==> src/rtl/player_plot_sequencer.sv <==
// player_plot_sequencer: scans N player positions round-robin and issues at most
// one pixel write per cycle towards vga_adapter. A player is drawn only when its
// position moved since its last plot or a refresh is forced. A clear request runs
// a full-screen raster sweep in the background colour.
//
// Handshake: plot is the valid for {x, y, colour}. A pixel is accepted at a rising
// edge where plot=1 and plot_ready=1. While plot=1 and plot_ready=0 the pixel and
// all sequencing state hold. When plot=0 the block always advances.
module player_plot_sequencer #(
  parameter int NUM_PLAYERS = 4,
  parameter int X_W         = 8,
  parameter int Y_W         = 7,
  parameter int COLOR_W     = 3,
  parameter int SCREEN_W    = 160,
  parameter int SCREEN_H    = 120
) (
  input  logic                               CLOCK_50,
  input  logic                               resetn,
  input  logic [NUM_PLAYERS*(X_W+Y_W)-1:0]   pos,
  input  logic [NUM_PLAYERS*COLOR_W-1:0]     player_colour,
  input  logic [NUM_PLAYERS-1:0]             enable,
  input  logic                               clear_req,
  input  logic [COLOR_W-1:0]                 bg_colour,
  input  logic                               plot_ready,
  output logic [X_W-1:0]                     x,
  output logic [Y_W-1:0]                     y,
  output logic [COLOR_W-1:0]                 colour,
  output logic                               plot,
  output logic                               clear_busy,
  output logic                               clear_done,
  output logic [1:0]                         dbg_state
);

  localparam int P     = X_W + Y_W;
  localparam int IDX_W = (NUM_PLAYERS > 1) ? $clog2(NUM_PLAYERS) : 1;
  localparam int unsigned SW_U = SCREEN_W;
  localparam int unsigned SH_U = SCREEN_H;
  localparam logic [X_W-1:0]   X_LAST   = X_W'(SCREEN_W - 1);
  localparam logic [Y_W-1:0]   Y_LAST   = Y_W'(SCREEN_H - 1);
  localparam logic [IDX_W-1:0] IDX_LAST = IDX_W'(NUM_PLAYERS - 1);

  // ST_CLEAR_LAST means the final sweep pixel is on the outputs awaiting acceptance.
  typedef enum logic [1:0] {
    ST_SCAN       = 2'd0,
    ST_CLEAR      = 2'd1,
    ST_CLEAR_LAST = 2'd2
  } state_t;

  state_t                 state_q, state_d;
  logic [IDX_W-1:0]       idx_q, idx_d;
  logic [P-1:0]           last_pos_q [NUM_PLAYERS];
  logic [P-1:0]           last_pos_d [NUM_PLAYERS];
  logic [NUM_PLAYERS-1:0] force_bits_q, force_bits_d;
  logic                   clear_pend_q, clear_pend_d;
  logic [X_W-1:0]         cx_q, cx_d;
  logic [Y_W-1:0]         cy_q, cy_d;
  logic [X_W-1:0]         x_q, x_d;
  logic [Y_W-1:0]         y_q, y_d;
  logic [COLOR_W-1:0]     colour_q, colour_d;
  logic                   plot_q, plot_d;
  logic                   busy_q, busy_d;
  logic                   done_q, done_d;

  logic [P-1:0]           cur_pos, cur_last;
  logic [X_W-1:0]         cur_x;
  logic [Y_W-1:0]         cur_y;
  logic [COLOR_W-1:0]     cur_colour;
  logic                   cur_en, cur_force, in_range, dirty, stall;

  // Select the fields of the player currently under examination.
  always_comb begin
    cur_pos    = '0;
    cur_last   = '0;
    cur_colour = '0;
    cur_en     = 1'b0;
    cur_force  = 1'b0;
    for (int k = 0; k < NUM_PLAYERS; k++) begin
      if (idx_q == IDX_W'(k)) begin
        cur_pos    = pos[k*P +: P];
        cur_last   = last_pos_q[k];
        cur_colour = player_colour[k*COLOR_W +: COLOR_W];
        cur_en     = enable[k];
        cur_force  = force_bits_q[k];
      end
    end
    cur_x    = cur_pos[P-1 -: X_W];
    cur_y    = cur_pos[Y_W-1:0];
    in_range = (32'(cur_x) < SW_U) && (32'(cur_y) < SH_U);
    dirty    = cur_en && ((cur_pos != cur_last) || cur_force) && in_range;
    stall    = plot_q && !plot_ready;
  end

  // Next-state logic: scan step, clear entry, sweep and sweep completion.
  always_comb begin
    state_d      = state_q;
    idx_d        = idx_q;
    force_bits_d = force_bits_q;
    clear_pend_d = clear_pend_q;
    cx_d         = cx_q;
    cy_d         = cy_q;
    x_d          = x_q;
    y_d          = y_q;
    colour_d     = colour_q;
    plot_d       = plot_q;
    busy_d       = busy_q;
    done_d       = 1'b0;
    for (int k = 0; k < NUM_PLAYERS; k++) last_pos_d[k] = last_pos_q[k];

    // A request seen during scanning is latched even across a stall.
    if (state_q == ST_SCAN && clear_req) clear_pend_d = 1'b1;

    if (!stall) begin
      case (state_q)
        ST_SCAN: begin
          if (clear_pend_q) begin
            state_d      = ST_CLEAR;
            cx_d         = '0;
            cy_d         = '0;
            busy_d       = 1'b1;
            clear_pend_d = 1'b0;
            plot_d       = 1'b0;
          end else begin
            plot_d = dirty;
            if (dirty) begin
              x_d      = cur_x;
              y_d      = cur_y;
              colour_d = cur_colour;
              for (int k = 0; k < NUM_PLAYERS; k++) begin
                if (idx_q == IDX_W'(k)) begin
                  last_pos_d[k]   = cur_pos;
                  force_bits_d[k] = 1'b0;
                end
              end
            end
            idx_d = (idx_q == IDX_LAST) ? '0 : idx_q + 1'b1;
          end
        end
        ST_CLEAR: begin
          plot_d   = 1'b1;
          x_d      = cx_q;
          y_d      = cy_q;
          colour_d = bg_colour;
          if (cx_q == X_LAST) begin
            cx_d = '0;
            if (cy_q == Y_LAST) state_d = ST_CLEAR_LAST;
            else                cy_d    = cy_q + 1'b1;
          end else begin
            cx_d = cx_q + 1'b1;
          end
        end
        ST_CLEAR_LAST: begin
          state_d      = ST_SCAN;
          plot_d       = 1'b0;
          busy_d       = 1'b0;
          done_d       = 1'b1;
          force_bits_d = '1;
          idx_d        = '0;
        end
        default: state_d = ST_SCAN;
      endcase
    end
  end

  // State and output registers with asynchronous active-low reset.
  always_ff @(posedge CLOCK_50 or negedge resetn) begin
    if (!resetn) begin
      state_q      <= ST_SCAN;
      idx_q        <= '0;
      force_bits_q <= '1;
      clear_pend_q <= 1'b0;
      cx_q         <= '0;
      cy_q         <= '0;
      x_q          <= '0;
      y_q          <= '0;
      colour_q     <= '0;
      plot_q       <= 1'b0;
      busy_q       <= 1'b0;
      done_q       <= 1'b0;
      for (int k = 0; k < NUM_PLAYERS; k++) last_pos_q[k] <= '0;
    end else begin
      state_q      <= state_d;
      idx_q        <= idx_d;
      force_bits_q <= force_bits_d;
      clear_pend_q <= clear_pend_d;
      cx_q         <= cx_d;
      cy_q         <= cy_d;
      x_q          <= x_d;
      y_q          <= y_d;
      colour_q     <= colour_d;
      plot_q       <= plot_d;
      busy_q       <= busy_d;
      done_q       <= done_d;
      for (int k = 0; k < NUM_PLAYERS; k++) last_pos_q[k] <= last_pos_d[k];
    end
  end

  assign x          = x_q;
  assign y          = y_q;
  assign colour     = colour_q;
  assign plot       = plot_q;
  assign clear_busy = busy_q;
  assign clear_done = done_q;
  assign dbg_state  = state_q;

endmodule

==> config.mk <==
export PLATFORM = sky130hd
export DESIGN_NAME = player_plot_sequencer
export DESIGN_NICKNAME = d
export VERILOG_FILES = /design/src/rtl/player_plot_sequencer.sv
export SDC_FILE = /design/constraint.sdc
export NUM_CORES = 1
export LEC_CHECK = 0
export CORE_AREA = 2 2 96 135
export DETAILED_ROUTE_END_ITERATION = 8
export DIE_AREA = 0 0 98 137
export GPL_ROUTABILITY_DRIVEN = 0
export GPL_TIMING_DRIVEN = 0
export PLACE_DENSITY = 0.73
export SLEW_MARGIN = 20
export SYNTH_ARGS = -nofsm -noshare
export SYNTH_HDL_FRONTEND = slang
export SYNTH_SLANG_ARGS = --single-unit
==> constraint.sdc <==
create_clock -name CLOCK_50 -period 4.6 [get_ports CLOCK_50]
set_input_delay 0.46 -clock CLOCK_50 [delete_from_list [all_inputs] [get_ports CLOCK_50]]
set_output_delay 0.46 -clock CLOCK_50 [all_outputs]
set_load 0.03 [all_outputs]
Word level (Yosys, flattened, before mapping)
Index checks and enable logic that the tools add are counted. Widths: inputs -> output; s select.

Add/sub/neg operators: 3. Magnitude comparators: 2. Equality and inequality tests: 18. Muxes and demuxes: 60. Bitwise operators: 2. Reduce and logical (&&, ||, !) cells: 27.

Operators with widths (count): $mux 15 (8); $reduce_and 5->1 (9); $mux 7 (5); $mux 8 (4); $pmux 8 s2 (2); $pmux 7 s2 (2); $mux 1 (20); $mux 3 (6); $ne 2x2->1 const B (9); $ne 15x15->1 (1); $mux 2 (5); $reduce_and 3->1 (3); $add 8x1->8 const B (1); $eq 8x8->1 const B (1); $lt 8x8->1 const B (1); $mux 4 (2); $pmux 2 s2 (2); $pmux 4 s2 (1); $reduce_and 4->1 (2); $add 7x1->7 const B (1); $eq 7x7->1 const B (1); $lt 7x7->1 const B (1); $eq 2x2->1 const B (3); $pmux 3 s2 (1); 13 further kinds (21).

Bits in registers: 105. Bits of input ports: 83. Output and inout port bits: 23. Word-level logic and storage cells: 131.

Logic depth before layout (Yosys ltp)
Word-level depth: 12. Depth in mapped cells: 16. Gate-level depth less buffers: 10.

Worst setup path before layout
No wires, ideal clock.

Path type: reg2reg. Start point: register idx_q[0]. End point: register last_pos_q[10] (netlist bit). Setup time: 0.125 ns. Data arrival time: 3.275 ns. Required time: 4.475 ns. Setup slack: 1.200 ns. Stages on the path, launching flop included: 15. Path buffers: 4. Period minus slack after synthesis: 3.400 ns. Path through: dfrtp_1 inv_1 ha_1 buf_6 or2_1 buf_6 a221o_1 a211o_1 a32oi_1 nand4_1 or4_1 buf_2 nand3_1 buf_2 mux2_2.

Word-level cells in the longest chain between the ends: 10. Elaborated cells between the ends (all ways): 28. Those cells by class: 2 x order compare; 4 x eq/ne; 16 x mux; 6 x reduce/logical.

Ends and longest elaborated chain: start, declared (RTL line 50) `logic [IDX_W-1:0] idx_q, idx_d;`; start signal, assigned (RTL line 182) `idx_q <= idx_d;`; branches (longest 10 deep; another with $lt 8x8->1); end, declared (RTL line 51) `logic [P-1:0] last_pos_q [NUM_PLAYERS];`.

Parallel ways; which one is timed is not known. A chain may end at the register's enable or synchronous reset.

Worst setup path after layout
Start point: register idx_q[0]. End point: register last_pos_q[6] (netlist bit).

Same word-level chain as after synthesis.

==> impl_metrics.csv <==
group,metric,value,unit
global_routing,grt.overflow.total,0,
cts,cts-root-buf,"clkbuf_16",
power_and_ir_drop,pwr-share-seq,46.9,%
timing,fin_worst_skew,0.00691,ns
cts,cts.clk_slew.worst_paths,0.07,ns
timing,rsz0062_at_grt,"no",
power_and_ir_drop,power_density,283,nW/um2
synth,yosysWarnings,0,
synth,synthTopCellsByArea,"dfrtp_1, mux2_2, nand2_1, mux2_4, o22ai_1",
power_and_ir_drop,clockPowerShare,36.8,%
global_routing,antenna_found_initial,0,
placement,place_ws,0.128,ns
timing,relSlewSlack,52.6,%
global_routing,grt_pass1_wl,28400,um
synth,netlist_area,6030,um2
power_and_ir_drop,internal-power,1.58,mW
worst_setup_path,path_buf_inv,4,
global_routing,grt_pass1_vias,5402,
synth,synth_cells,575,
routing,drt-pass1-iter-count,5,
synth,synth_top_cell_by_area,"dfrtp_1",
layout,nFillCells,1022,
synth,yosysTopAreaCellShare,41.9,%
power_and_ir_drop,p_sw_share,26.6,%
worst_setup_path,cp_cell_sequence,"ha_1 > inv_2 > clkbuf_1 > o22ai_1 > o211ai_1 > nor4b_1 > nand4_1 > or4_1 > buf_2 > nand3_1 > buf_2 > mux2_2",
layout,layout_common_cells,"clkdlybuf4s50_1, dfrtp_1, mux2_2",
routing,routed_wl,18200,um
layout,stdcell_count,846,
layout,fin_nets,784,
cts,htree_levels,3,
power_and_ir_drop,irDropWorstVdd,196,uV
synth,ys_seq_area_share,43.7,%
layout,syn_to_final_growth,26.4,%
floorplanning,start_util,49.4,%
placement,dp_cells,831,
synth,synth_ff_type,"dfrtp_1",
cts,cts_max_path_buffers,2,
layout,final_layout_size_suffix_gt1_share,21.8,%
worst_setup_path,crit_family,"buffers and inverters",
worst_setup_path,cp-end-kind,"register",
cts,post-cts-setup-buffers,0,
placement,place_hpwl,13500,um
routing,ant_nets,0,
worst_setup_path,start_kind,"register",
timing,finalMaxSlewViolations,0,
routing,viasPerCell,6.26,
placement,io_buffers,105,
cts,numCtsBuffers,9,
timing,setup_viol_count_final,0,
power_and_ir_drop,power.share.combinational,16.3,%
power_and_ir_drop,power_switching,572,uW
timing,worst_pin_slew,0.707,ns
min_path,hold_class,"in -> async",
routing,drtIter0Drc,369,
worst_setup_path,crit_fanout,16,
timing,fin_crit,4.36,ns
routing,drc_errors,0,
cts,clock-sinks,105,
worst_setup_path,crit_arrival,4.61,ns
global_routing,grt_max_degree,64,
worst_setup_path,slowest_stage,"clkbuf_1",
floorplanning,die_w,98,um
timing,finalHoldViolCount,0,
synth,avgSynthCellArea,10.5,um2
timing,max_freq,229,MHz
synth,synth-edff-count,0,
floorplanning,die_area,13400,um2
power_and_ir_drop,p_total,2.15,mW
floorplanning,num_rows,48,
worst_setup_path,cpPeakStageDelay,0.51,ns
synth,async_flop_share,100,%
floorplanning,boundaryPins,106,
layout,layout_commonest_cell,"clkdlybuf4s50_1",
timing,period_share,94.9,%
cts,cts_tree,"built",
synth,synth-seq-cells,105,
cts,clock_latency,0.36,ns
power_and_ir_drop,power_leakage,3.40,nW
floorplanning,coreArea,12200,um2
global_routing,grt_usage,27.5,%
synth,ys_types,61,
status,status,"finished clean",
routing,vias,5299,
layout,diodes,0,
synth,synth_fp_nets,668,
routing,wl_per_cell,21.5,um
run,cap_violations,0,
timing,setup_slack,0.235,ns
worst_setup_path,worst-setup-path-type,"reg -> reg",
worst_setup_path,cp_data_required_time,4.84,ns
floorplanning,die_h,137,um
worst_setup_path,timing.critical_path.mode_cell,"buf_2",
## synth_stat cells, drive strengths merged, types with 2 or more instances
library cell and count:
nand3b 8, o21a 3, nand3 22, o211ai 5, nand2b 8, a32oi 2, nor2b 11, buf 23
xor2 2, inv 11, nor3b 3, a211o 2, nor3 5, xnor2 7, and2 4, clkbuf 15
or2 3, a21oi 16, o21ai 30, o22a 2, o22ai 24, nand2 41, mux2 90, a22oi 8
a22o 4, a211oi 4, nand4 4, a311oi 3, a31o 3, dfrtp 101, ha 10, a221o 3
or3 2, a31oi 11, and3 12, nor2 31, o31ai 10, dfstp 4, a221oi 15
## power groups by stage
stage          Sequential [mW]  Clock, mW  Combinational [mW]
2_1_floorplan             1.06          0               0.123
6_report                  1.01      0.793               0.351
3_5_place_dp              1.02          0               0.351
3_3_place_gp              1.02          0               0.340
5_1_grt                   1.01      0.832               0.378
4_1_cts                   1.01      0.793               0.352
## layer usage
layer | wire length (um) | vias up | global-route usage (%)
li1 | - | 2387 | -
met5 | 0 | - | 0
met3 | 909 | 40 | 3.32
met2 | 9700 | 202 | 50.7
met1 | 6930 | 2670 | 32.1
met4 | 615 | 0 | 11.8
## sequential cells by signal, summed over array words and instances, names as in the netlist
register / flops
cy_q: 7
colour: 3
cx_q: 8
clear_done: 1
clear_busy: 1
plot: 1
force_bits_q: 4
clear_pend_q: 1
last_pos_q: 60
dbg_state: 2
y: 7
x: 8
idx_q: 2
## per-stage QoR
step | util [%] | hold slack, ns | cell area [um2] | TNS [ns]
after floorplan | - | 0.164 | 6030 | 0
after global placement | 59.6 | 0.487 | 7260 | -79.30
after detailed placement | 59.8 | 0.406 | 7290 | 0
after CTS | 62.3 | 0.0309 | 7590 | 0
after global routing | 62.5 | 0.0391 | 7620 | 0
final | 62.5 | 0.0195 | 7620 | 0
## worst paths after layout
kind | endpoint | startpoint | slack [ns] | depth (start not counted)
min in group CLOCK_50 | last_pos_q[20]$_DFFE_PN0P_ | last_pos_q[20]$_DFFE_PN0P_ | 0.51 | 1
max | last_pos_q[6]$_DFFE_PN0P_ | idx_q[0]$_DFFE_PN0P_ | 0.24 | 12
min reg2reg | last_pos_q[20]$_DFFE_PN0P_ | last_pos_q[20]$_DFFE_PN0P_ | 0.51 | 1
min | x[7]$_DFFE_PN0P_ | resetn | 0.02 | 1
max in group asynchronous | force_bits_q[3]$_DFFE_PN1P_ | resetn | 3.88 | 2
max reg2reg | last_pos_q[6]$_DFFE_PN0P_ | idx_q[0]$_DFFE_PN0P_ | 0.24 | 12
## final cells by class
cell class,count,area (um2),area share [%]
Buffer,37,203,2.66
Clock buffer,9,225,2.96
Clock inverter,7,76.3,1.00
Inverter,11,41.3,0.542
Multi-Input combinational cell,421,3170,41.6
Sequential cell,105,2630,34.6
Tap cell,150,188,2.46
Timing Repair Buffer,106,1080,14.2
## what timing repair did
item / in CTS / in global routing
hold buffers: 0 / 0
gates resized for setup: 0 / 7
setup endpoints to repair: 0 / 40
## kinds of logic after synthesis
family	count (synthesis)	synth area share, %
buf+inv	49	4.07
simple gates	160	13.5
xor+xnor	9	1.31
mux	90	17.4
flops	105	43.7
fa+ha+maj	10	2.08
compound gates	152	17.9
(Power assumes the default switching activity.)
